## config.mk

```make
export PLATFORM = sky130hd
export DESIGN_NAME = canvas_port_sched_flat
export DESIGN_NICKNAME = d
export VERILOG_FILES = /design/src/rtl/canvas_port_sched_if.sv /design/src/rtl/canvas_port_sched.sv /design/src/flat_wrapper.sv
export SDC_FILE = /design/constraint.sdc
export NUM_CORES = 1
export LEC_CHECK = 0
export CAP_MARGIN = 20
export CORE_MARGIN = 5
export CORE_UTILIZATION = 25
export CTS_CLUSTER_DIAMETER = 120
export DETAILED_ROUTE_END_ITERATION = 8
export PLACE_DENSITY_LB_ADDON = 0.3
export SYNTH_ARGS = -nofsm -noshare
export SYNTH_HDL_FRONTEND = slang
export SYNTH_SLANG_ARGS = --single-unit
```

## constraint.sdc

```tcl
create_clock -name clk -period 2 [get_ports clk]
set_input_delay 0.6 -clock clk [delete_from_list [all_inputs] [get_ports clk]]
set_output_delay 0.6 -clock clk [all_outputs]
set_load 0.03 [all_outputs]
```

## src/rtl/canvas_port_sched_if.sv

```systemverilog
// canvas_port_sched_if
//   Bundles every non-clock, non-reset signal of canvas_port_sched.
//   Parameter: ADDR_W (canvas RAM address width).
//
//   Signal summary (direction as seen from the scheduler, modport slave):
//     clr_req      in   1-cycle pulse, request full-canvas clear
//     rd_req       in   1-cycle pulse, request full-canvas raster read-out
//     draw_valid   in   pixel write request
//     draw_addr    in   pixel address {y[4:0],x[4:0]}
//     draw_data    in   pixel value
//     draw_ready   out  pixel write accepted this cycle when draw_valid & draw_ready
//     mem_addr     out  RAM address
//     mem_we       out  RAM write enable
//     mem_wdata    out  RAM write data
//     mem_rdata    in   RAM read data, valid one cycle after mem_addr
//     rd_bit_valid out  read-out bit strobe
//     rd_bit       out  read-out bit, raster order, address 0 first
//     rd_done      out  pulse coincident with the last rd_bit_valid
//     clr_done     out  pulse in the cycle after the last clear write
//     busy         out  scheduler not idle, or a request is pending
//     canvas_dirty out  a 1-pixel was drawn since the last clear (optional feature)
//     state_dbg    out  scheduler state: 0 IDLE, 1 CLEAR, 2 READ, 3 RTAIL
//
//   Handshake: a pixel write transfers in every cycle where draw_valid and
//   draw_ready are both high. Once draw_valid is raised, the front end holds it,
//   and holds draw_addr/draw_data stable, until that transfer cycle. draw_ready
//   does not depend on draw_valid.
//
//   The master modport is the environment side: front end, request source and RAM.
interface canvas_port_sched_if #(
  parameter int ADDR_W = 10
);
  logic              clr_req;
  logic              rd_req;
  logic              draw_valid;
  logic [ADDR_W-1:0] draw_addr;
  logic              draw_data;
  logic              draw_ready;
  logic [ADDR_W-1:0] mem_addr;
  logic              mem_we;
  logic              mem_wdata;
  logic              mem_rdata;
  logic              rd_bit_valid;
  logic              rd_bit;
  logic              rd_done;
  logic              clr_done;
  logic              busy;
  logic              canvas_dirty;
  logic [1:0]        state_dbg;

  modport master (
    output clr_req, rd_req, draw_valid, draw_addr, draw_data, mem_rdata,
    input  draw_ready, mem_addr, mem_we, mem_wdata, rd_bit_valid, rd_bit,
           rd_done, clr_done, busy, canvas_dirty, state_dbg
  );

  modport slave (
    input  clr_req, rd_req, draw_valid, draw_addr, draw_data, mem_rdata,
    output draw_ready, mem_addr, mem_we, mem_wdata, rd_bit_valid, rd_bit,
           rd_done, clr_done, busy, canvas_dirty, state_dbg
  );
endinterface

```

## src/rtl/canvas_port_sched.sv

```systemverilog
// canvas_port_sched
//   Sole owner of the single port of the 1-bit canvas bitmap RAM (32x32 canvas).
//   Three users share the port:
//     - a full-canvas clear sweep, which writes 0 to every cell;
//     - pixel writes from the line-drawing front end, using valid/ready;
//     - a full-canvas raster read-out, which streams the bitmap to the recognizer.
//   Pixel writes are accepted only while idle with no sweep pending. Clear and read
//   requests are latched as pending flags, and repeated requests merge. When both
//   are pending, clear goes first. A running sweep is never cut short.
//
//   Parameters: ADDR_W (RAM address width), DEPTH (cells swept, <= 2**ADDR_W).
//   Ports: clk, rst (synchronous, active high), and bus (canvas_port_sched_if.slave).
//   See the interface file for the signal summary.
//
//   Optional feature, macro CANVAS_DIRTY_EN:
//     defined   -> canvas_dirty is a flop. It is set by an accepted draw of a 1
//                  pixel and cleared by reset or by the clr_done cycle.
//     undefined -> canvas_dirty is tied to 0.
module canvas_port_sched #(
  parameter int ADDR_W = 10,
  parameter int DEPTH  = 1024
) (
  input  logic                 clk,
  input  logic                 rst,
  canvas_port_sched_if.slave   bus
);

  typedef enum logic [1:0] {
    IDLE  = 2'd0,
    CLEAR = 2'd1,
    READ  = 2'd2,
    RTAIL = 2'd3
  } state_t;

  localparam logic [ADDR_W:0] LAST = (ADDR_W+1)'(DEPTH - 1);
  localparam logic [ADDR_W:0] ONE  = (ADDR_W+1)'(1);

  state_t          state;
  logic [ADDR_W:0] cnt;        // one bit wider than an address so DEPTH never wraps
  logic            clr_pend;
  logic            rd_pend;
  logic            rd_vld_q;   // an address was issued in READ last cycle
  logic            clr_done_q;
  logic            draw_ready;

  always_ff @(posedge clk) begin
    if (rst) begin
      state      <= IDLE;
      cnt        <= '0;
      clr_pend   <= 1'b0;
      rd_pend    <= 1'b0;
      rd_vld_q   <= 1'b0;
      clr_done_q <= 1'b0;
    end else begin
      rd_vld_q   <= (state == READ);
      clr_done_q <= 1'b0;
      // Requests are latched in every state. The clear on sweep entry below
      // comes later in this block, so it wins, which merges a request that
      // arrives while its sweep is starting.
      if (bus.clr_req) clr_pend <= 1'b1;
      if (bus.rd_req)  rd_pend  <= 1'b1;
      case (state)
        IDLE: begin
          if (clr_pend) begin
            state    <= CLEAR;
            cnt      <= '0;
            clr_pend <= 1'b0;
          end else if (rd_pend) begin
            state   <= READ;
            cnt     <= '0;
            rd_pend <= 1'b0;
          end
        end
        CLEAR: begin
          if (cnt == LAST) begin
            state      <= IDLE;
            cnt        <= '0;
            clr_done_q <= 1'b1;
          end else begin
            cnt <= cnt + ONE;
          end
        end
        READ: begin
          if (cnt == LAST) begin
            state <= RTAIL;
            cnt   <= '0;
          end else begin
            cnt <= cnt + ONE;
          end
        end
        RTAIL: begin
          // The RAM returns the data for the final address during this cycle.
          state <= IDLE;
        end
        default: state <= IDLE;
      endcase
    end
  end

  // Pending flags are only visible one cycle after the request pulse. The front
  // end can therefore see ready in the same cycle a request arrives. The write it
  // makes in that cycle lands before the sweep starts.
  assign draw_ready = (state == IDLE) && !clr_pend && !rd_pend;

  always_comb begin
    bus.mem_addr  = '0;
    bus.mem_we    = 1'b0;
    bus.mem_wdata = 1'b0;
    case (state)
      IDLE: begin
        if (bus.draw_valid && draw_ready) begin
          bus.mem_addr  = bus.draw_addr;
          bus.mem_we    = 1'b1;
          bus.mem_wdata = bus.draw_data;
        end
      end
      CLEAR: begin
        bus.mem_addr = cnt[ADDR_W-1:0];
        bus.mem_we   = 1'b1;
      end
      READ: begin
        bus.mem_addr = cnt[ADDR_W-1:0];
      end
      default: ;
    endcase
  end

  assign bus.draw_ready   = draw_ready;
  assign bus.rd_bit_valid = rd_vld_q;
  // The RAM output register supplies the data. The strobe is qualified so that
  // rd_bit stays 0 outside the read-out.
  assign bus.rd_bit       = rd_vld_q & bus.mem_rdata;
  assign bus.rd_done      = (state == RTAIL);
  assign bus.clr_done     = clr_done_q;
  assign bus.busy         = (state != IDLE) || clr_pend || rd_pend;
  assign bus.state_dbg    = state;

`ifdef CANVAS_DIRTY_EN
  logic dirty_q;

  // A 1-pixel accepted in the clr_done cycle lands after the sweep. In that case
  // the canvas really is dirty, so set takes priority over the clear.
  always_ff @(posedge clk) begin
    if (rst) begin
      dirty_q <= 1'b0;
    end else if (bus.draw_valid && draw_ready && bus.draw_data) begin
      dirty_q <= 1'b1;
    end else if (clr_done_q) begin
      dirty_q <= 1'b0;
    end
  end

  assign bus.canvas_dirty = dirty_q;
`else
  assign bus.canvas_dirty = 1'b0;
`endif

endmodule

```

## src/flat_wrapper.sv

```systemverilog
// flat-port wrapper written by rule: the top's interface ports become plain ports
module canvas_port_sched_flat 
#(
  parameter int ADDR_W = 10,
  parameter int DEPTH  = 1024
)
  (clk, rst, bus_clr_req, bus_rd_req, bus_draw_valid, bus_draw_addr, bus_draw_data, bus_mem_rdata, bus_draw_ready, bus_mem_addr, bus_mem_we, bus_mem_wdata, bus_rd_bit_valid, bus_rd_bit, bus_rd_done, bus_clr_done, bus_busy, bus_canvas_dirty, bus_state_dbg);
  canvas_port_sched_if #(.ADDR_W(ADDR_W)) bus_i ();
  input  logic clk;
  input  logic rst;
  input wire logic [$bits(bus_i.clr_req)-1:0] bus_clr_req;
  input wire logic [$bits(bus_i.rd_req)-1:0] bus_rd_req;
  input wire logic [$bits(bus_i.draw_valid)-1:0] bus_draw_valid;
  input wire logic [$bits(bus_i.draw_addr)-1:0] bus_draw_addr;
  input wire logic [$bits(bus_i.draw_data)-1:0] bus_draw_data;
  input wire logic [$bits(bus_i.mem_rdata)-1:0] bus_mem_rdata;
  output wire logic [$bits(bus_i.draw_ready)-1:0] bus_draw_ready;
  output wire logic [$bits(bus_i.mem_addr)-1:0] bus_mem_addr;
  output wire logic [$bits(bus_i.mem_we)-1:0] bus_mem_we;
  output wire logic [$bits(bus_i.mem_wdata)-1:0] bus_mem_wdata;
  output wire logic [$bits(bus_i.rd_bit_valid)-1:0] bus_rd_bit_valid;
  output wire logic [$bits(bus_i.rd_bit)-1:0] bus_rd_bit;
  output wire logic [$bits(bus_i.rd_done)-1:0] bus_rd_done;
  output wire logic [$bits(bus_i.clr_done)-1:0] bus_clr_done;
  output wire logic [$bits(bus_i.busy)-1:0] bus_busy;
  output wire logic [$bits(bus_i.canvas_dirty)-1:0] bus_canvas_dirty;
  output wire logic [$bits(bus_i.state_dbg)-1:0] bus_state_dbg;
  assign bus_i.clr_req = bus_clr_req;
  assign bus_i.rd_req = bus_rd_req;
  assign bus_i.draw_valid = bus_draw_valid;
  assign bus_i.draw_addr = bus_draw_addr;
  assign bus_i.draw_data = bus_draw_data;
  assign bus_i.mem_rdata = bus_mem_rdata;
  assign bus_draw_ready = bus_i.draw_ready;
  assign bus_mem_addr = bus_i.mem_addr;
  assign bus_mem_we = bus_i.mem_we;
  assign bus_mem_wdata = bus_i.mem_wdata;
  assign bus_rd_bit_valid = bus_i.rd_bit_valid;
  assign bus_rd_bit = bus_i.rd_bit;
  assign bus_rd_done = bus_i.rd_done;
  assign bus_clr_done = bus_i.clr_done;
  assign bus_busy = bus_i.busy;
  assign bus_canvas_dirty = bus_i.canvas_dirty;
  assign bus_state_dbg = bus_i.state_dbg;
  canvas_port_sched #(.ADDR_W(ADDR_W), .DEPTH(DEPTH)) u_core (.clk(clk), .rst(rst), .bus(bus_i));
endmodule
```

==> impl_metrics.json <==
{
  "rsz0062_at_grt": "true",
  "cp_max_fo": 10,
  "vdd_drop_max_v": 0.0003635,
  "vias": 1179,
  "power_density_mw_per_mm2": 1025,
  "async_reset_ff_frac": 0,
  "clk_pin_slew_ns": 0.07,
  "hpwlAfterDp_um": 2499,
  "start_util": 0.2627,
  "cts_tree": "built",
  "syn-cell-area_mm2": 0.001066,
  "ys_warn_count": 0,
  "antenna_found_initial": 0,
  "synth_top_cell_by_area": "dfxtp_1",
  "crit_required_ns": 1.40,
  "max_freq_mhz": 449.6,
  "seq_power_share": 0.209,
  "drive_gt1_frac": 0.4202,
  "drtAntennaViolNets": 0,
  "vias_per_cell": 4.954,
  "layout_setup_ws_ns": -0.2242,
  "p_switching_w": 0.0008222,
  "hold_violations": 0,
  "ctsHoldBuffers": 0,
  "slowest_delay_ns": 0.36,
  "crit_path_start": "u_core.bus.state_dbg[0]",
  "io_pins": 38,
  "diodes": 0,
  "drc_errors": 0,
  "total_power_w": 0.001942,
  "synth_edf_count": 0,
  "internal_power_w": 0.001120,
  "setup_violations": 14,
  "worstSetupPathType": "flop to primary output",
  "synth-seq-cells": 17,
  "worst_hold_slack_ns": 0.4845,
  "fp.dieW_um": 75.30,
  "fp.coreArea_mm2": 0.004058,
  "yosys.area.top_type_share": 0.3192,
  "switching_share": 0.4233,
  "grt_use_total": 0.1226,
  "gp_congestion": 0.8419,
  "finalCriticalPeriod_ns": 2.224,
  "nets": 213,
  "syn_to_final_growth_pct": 77.70,
  "cellLeakagePower_nw": 0.7230,
  "final_cell_area_mm2": 0.001894,
  "rows": 23,
  "die_y_um": 75.30,
  "routedWlPerCell_um": 13.52,
  "cts.path.max_buffers": 2,
  "p_comb_frac": 0.657,
  "port_buffers": 36,
  "violations": "setup timing",
  "seq_area_frac_synth": 0.3192,
  "synth_fp_nets": 157,
  "clockPowerShare": 0.134,
  "routed_wl_um": 3217,
  "syn-instance-count": 133,
  "fillers": 395,
  "post_dp_cell_area_mm2": 0.001687,
  "hp-start": "u_core.cnt[10]",
  "cts_root_buf": "clkbuf_8",
  "rr_startpoint": "u_core.bus.state_dbg[0]",
  "crit_path_end_kind": "primary output",
  "grt_pass1_vias": 1244,
  "fin_util": 0.4669,
  "clock_skew_ns": 0.002693,
  "dr.pass1.iters": 4,
  "cp-start-kind": "flop",
  "ys_top_cells_by_area": "dfxtp_1 32%, ha_1 8.2%, a22oi_1 7.0%, nor2_1 7.0%, nand2_1 3.5%",
  "die-area_mm2": 0.005670,
  "fin_crit_sh": 1.112,
  "grt_pass1_wl_um": 5361,
  "clkLatencyLatePin_ns": 0.25,
  "drt_iter0_drc": 58,
  "synth_most_common_cell": "nor2_1",
  "grt.overflow.total": 0,
  "slew_viol_final": 0,
  "outcome": "finished, violations left",
  "htreeDepth": 1,
  "crit_chain": "inv_4 > ha_4 > nor3b_4 > and2_4 > buf_12 > a22oi_2 > nor2_4 > buf_6",
  "cts_sinks": 17,
  "cp_slowest_cell": "dfxtp_4",
  "grt_max_degree": 14,
  "cts-buffers-inserted": 3,
  "cap_violations": 0,
  "avgSynthCellArea_um2": 8.015,
  "yosys-top-cells-count": "20 x nor2_1, 17 x dfxtp_1, 10 x a22oi_1, 10 x nand2_1, 8 x inv_1",
  "crit_arrival_ns": 1.62,
  "min_path_type": "flop to flop",
  "netlist-cell-type-count": 40,
  "synthFlopType": "dfxtp_1"
}
-- power by group through the flow --
stage	Combinational, W	Sequential (W)	Clock [W]
floorplan	0.000640	0.000469	0
global placement	0.00105	0.000412	0
detailed placement	0.00107	0.000416	0
CTS	0.00119	0.000407	0.000266
global route	0.00137	0.000412	0.000285
finish	0.00128	0.000407	0.000260
-- critical path, delay by kind of cell, from the launching register on --
kind | cells | cell delay, ns
adder cells (fa/ha/maj) | 1 | 0.15
buffers and inverters | 3 | 0.32
flip-flops | 1 | 0.36
AND/OR/NAND/NOR | 3 | 0.34
AO/OA/AOI/OAI | 1 | 0.20
-- through the flow --
stage          TNS (ns)  cells  setup WS [ns]
3_5_place_dp     -4.593    227        -0.6504
2_1_floorplan    -1.661    133        -0.1640
3_3_place_gp     -4.270    227        -0.6221
6_report         -2.347    238        -0.2242
4_1_cts          -2.352    234        -0.2306
5_1_grt          -3.292    238        -0.2858
-- logic make-up after synthesis --
kind of cell / Yosys count / synth area share
and+or+nand+nor: 56 / 0.2864
AOI/OAI and AO/OA: 33 / 0.2101
DFF: 17 / 0.3193
buffers and inverters: 15 / 0.06573
adders and majority gates: 7 / 0.08216
xor gates and xnor gates: 4 / 0.03287
other: 1 / 0.003518
-- layout by cell type (no fill, tap or decap), types with 2 or more instances in the layout --
cell type / n
or3_1: 3
a22oi_2: 10
a41oi_1: 2
dlygate4sd2_1: 4
ha_1: 5
inv_4: 2
a21oi_1: 5
nand4_1: 2
a31oi_1: 2
dfxtp_4: 2
buf_6: 16
nand3_1: 3
xnor2_1: 3
clkbuf_8: 3
o21ai_1: 3
nor4b_1: 3
clkdlybuf4s50_1: 17
nor2_4: 10
o21ai_0: 4
o31ai_1: 2
nor2_1: 10
ha_4: 2
nand2_1: 9
or4_1: 3
dfxtp_1: 15
buf_12: 2
buf_4: 18
inv_1: 6
-- path summary, 6_finish.rpt --
kind,end,slack (ns),cells past startpoint
hold / removal,u_core.cnt[10],0.48,1
setup reg to reg,u_core.cnt[9],0.07,10
setup / recovery,bus_mem_addr[9],-0.22,8
hold reg to reg,u_core.cnt[10],0.48,1
-- registers in the layout, summed over array words and instances, names as in the netlist --
register	cells
u_core.cnt	11
u_core.bus.state_dbg	2
u_core.bus.clr_done	1
u_core.bus.rd_bit_valid	1
u_core.clr_pend	1
u_core.rd_pend	1
-- cell type report --
cell class / instances / area (um2) / share of cell area
clock buffer: 3 / 41.29 / 0.02180
clock inverter: 1 / 5.005 / 0.002642
inverter: 9 / 46.29 / 0.02444
multi-input combinational: 101 / 830.8 / 0.4386
sequential: 17 / 347.8 / 0.1836
tap: 50 / 62.56 / 0.03303
timing repair buffer: 57 / 560.5 / 0.2959
-- timing repair --
item / in CTS / in global routing
buffers inserted: 3 / 5
pin swaps: 1 / 3
cloned: 0 / 0
endpoints found under the setup margin: 16 / 15
resized for setup: 31 / 7
-- routing by layer --
layer	share of wire	track usage	vias to the layer above	wire length, um
met3	0.039	0.01187	6	124
li1	-	-	588	-
met4	0.019	0.05825	0	61
met2	0.53	0.2291	29	1706
met1	0.41	0.1380	556	1325
met5	0	0	-	0
No activity file was read; power rests on OpenSTA's default activity.
==> RTL edit (config.mk and constraints unchanged) <==
Build with the macro `CANVAS_DIRTY_EN` defined.
--- a/src/rtl/canvas_port_sched.sv
+++ b/src/rtl/canvas_port_sched.sv
@@ -18,2 +18,4 @@
 //     undefined -> canvas_dirty is tied to 0.
+`define CANVAS_DIRTY_EN
+
 module canvas_port_sched #(
Formal check against the unedited RTL: not equivalent (Yosys sat finds a counterexample within 4 cycles, from zero or initial values and one cycle with rst high).
==> RTL edit against the unedited design <==
The flow still finishes with violations (negative setup slack); sequential cell count grew 1; global-route usage shrank 0.075 points; power shrank 0.92%; synthesized cell count shrank 6.8%; area after synthesis shrank 1.6%; register-to-register slack lost 0.06 ns; final area shrank 0.92%; worst setup slack gained 0.031 ns; cell count shrank 2.9%; worst hold slack lost 0.0064 ns; maximum frequency grew 1.4%; wire length grew 0.53%; highest routed layer unchanged.
==> RTL edit: results (changes against the unedited design) <==
Logic synthesis
  • Post-synthesis mux area share: 1.909% (was 0%)
  • Number of synthesis warnings: 0 (unchanged)
  • Post-Synth Adder-Cell Area: 8.353% (was 8.216%)
  • Syn Inst Count: 124 (was 133)
  • Synth Net Count: 148 (was 157)
  • Post-synthesis xor/xnor area fraction: 5.012% (was 3.286%)
  • Commonest cells in the netlist: 23 x nor2_1, 18 x dfxtp_1, 10 x a22oi_1, 7 x ha_1 (was 20 x nor2_1, 17 x dfxtp_1, 10 x a22oi_1, 10 x nand2_1, 8 x inv_1)
  • Top post-synthesis cells by area: dfxtp_1 34%, ha_1 8.4%, nor2_1 8.2% (was dfxtp_1 32%, ha_1 8.2%, a22oi_1 7.0%)
  • Netlist cell types: 34 (was 40)
  • Ys flop type: dfxtp_1 (unchanged)
  • Synth Area in Compound Gates: 16.83% (was 21.01%)
  • Sequential area share after synthesis: 34.37% (was 31.92%)

Cells and area
  • Fillers: 392 (was 395)
  • Most flops, register: u_core.cnt (unchanged)
  • Final nets: 206 (was 213)
  • Layout cells sized above 1: 42.54% (was 42.02%)

Clock tree
  • Worst-skew pair later-pin latency: 0.26 ns
  • Clock Tree Buf Depth: 2 (unchanged)
  • Num CTS Buffers: 3 (unchanged)
  • CTS H-tree depth: 1 (unchanged)

Global routing
  • Largest net degree at the start of global routing: 13 (was 14)
  • Initial antenna violation count: 0 (unchanged)
  • Global-route wire length before repair: 5175 um (was 5361 um)
  • All-Layer GR Usage: 12.19% (was 12.26%)
  • Vias in the first global route: 1,174 (was 1,244)

Timing
  • Setup violators final: 13 (was 14)
  • TNS Setup: -1.980 ns (was -2.347 ns)
  • Clock Skew: 0.004536 ns (was 0.002693 ns)
  • Setup ws final: -0.1929 ns (was -0.2242 ns)
  • Max transition margin: approximately 70%

Worst setup path
  • Critical path arrival: 1.59 ns (was 1.62 ns)
  • Largest fanout on the critical path: 6 (was 10)

Run status
  • Failing checks: negative setup slack (unchanged)
  • Outcome: finished with violations (unchanged)

Power
  • Sw Ratio: 41.86% (was 42.33%)
  • Lkg Pwr: 0.7288 nW (was 0.7230 nW)
  • VDD IR-drop max: 316.6 uV (was 363.5 uV)

Placement
  • Gpl congestion: 0.8268 (was 0.8419)
  • Cell Area, Placed: 1692 um^2 (was 1687 um^2)
  • Port Buf Inserts: 37 (was 36)
  • Placed instance count: 220 (was 227)
  • Setup slack at placement: -0.3380 ns (was -0.6504 ns)
  • HPWL Detailed: 2409 um (was 2499 um)

Route
  • Final WL: 3234 um (was 3217 um)
  • Vias/cell: 4.861 (was 4.954)
  • Post-DR wirelength/cell: 14.00 um (was 13.52 um)
  • DR iter-0 viols: 29 (was 58)
-- RTL edit: changes by cell type after synthesis, sizes merged, moves of 3 or more --
cell / unedited run / this run
o21ai: 7 / 3
nor3b: 1 / 5
clkbuf: 2 / 5
xnor2: 3 / 6
nor2: 20 / 23
nand2: 11 / 5
or3: 4 / 1
inv: 9 / 6
a21oi: 6 / 1
buf: 4 / 0
nor3: 0 / 3
-- RTL edit: critical path: cells and delay by family, from the launching register on --
family          cells  cell delay, ns
buf+inv             2            0.19
flops               1            0.35
simple gates        3            0.58
compound gates      1            0.09
fa+ha+maj           1            0.12
-- RTL edit: path summary, 6_finish.rpt --
path                                         startpoint              end  slack (ns)  depth (start not counted)
worst max-delay path            u_core.bus.state_dbg[0]  bus_mem_addr[3]       -0.19                          7
worst min register to register           u_core.cnt[10]   u_core.cnt[10]        0.48                          1
worst min-delay path                     u_core.cnt[10]   u_core.cnt[10]        0.48                          1
worst max register to register  u_core.bus.state_dbg[0]    u_core.cnt[7]        0.01                          8
-- RTL edit: cell families (layout without fill, tap and decap cells) --
family                     after synthesis  after routing
and+or+nand+nor                         56             57
AOI/OAI and AO/OA                       24             24
DFF                                     18             18
buffers and inverters                   11             67
adders and majority gates                7              7
xor gates and xnor gates                 6              6
muxes                                    2              2
-- RTL edit: layout make-up --
class	instances	area [um^2]	area share (%)
Multi-Input combinational cell	96	829.5	44.20
Timing Repair Buffer	57	534.3	28.47
Sequential cell	18	367.9	19.60
Tap cell	50	62.56	3.333
Clock buffer	4	55.05	2.933
Inverter	6	27.53	1.467
-- RTL edit: per-layer routing --
layer,part of all wire (%),up-vias,global-route usage [%]
met4,2.8,0,7.905
met5,0,-,0
met3,4.6,8,2.136
li1,-,561,-
met2,51,22,21.07
met1,41,532,13.72
-- RTL edit: what timing repair did --
action | 4_1_cts | 5_1_grt
cloned | 1 | 0
endpoints found under the setup margin | 17 | 17
pin swaps | 23 | 4
hold buffers | 0 | 0
setup buffers | 7 | 0
resized for setup | 28 | 7
-- RTL edit: power groups by stage --
| stage | clock network, mW | registers (mW) | logic [mW] |
|---|---|---|---|
| 4_1_cts | 0.311 | 0.441 | 1.19 |
| 5_1_grt | 0.326 | 0.448 | 1.25 |
| 3_3_place_gp | 0 | 0.446 | 1.03 |
| 2_1_floorplan | 0 | 0.494 | 0.640 |
| 3_5_place_dp | 0 | 0.449 | 1.05 |
| 6_report | 0.304 | 0.441 | 1.18 |
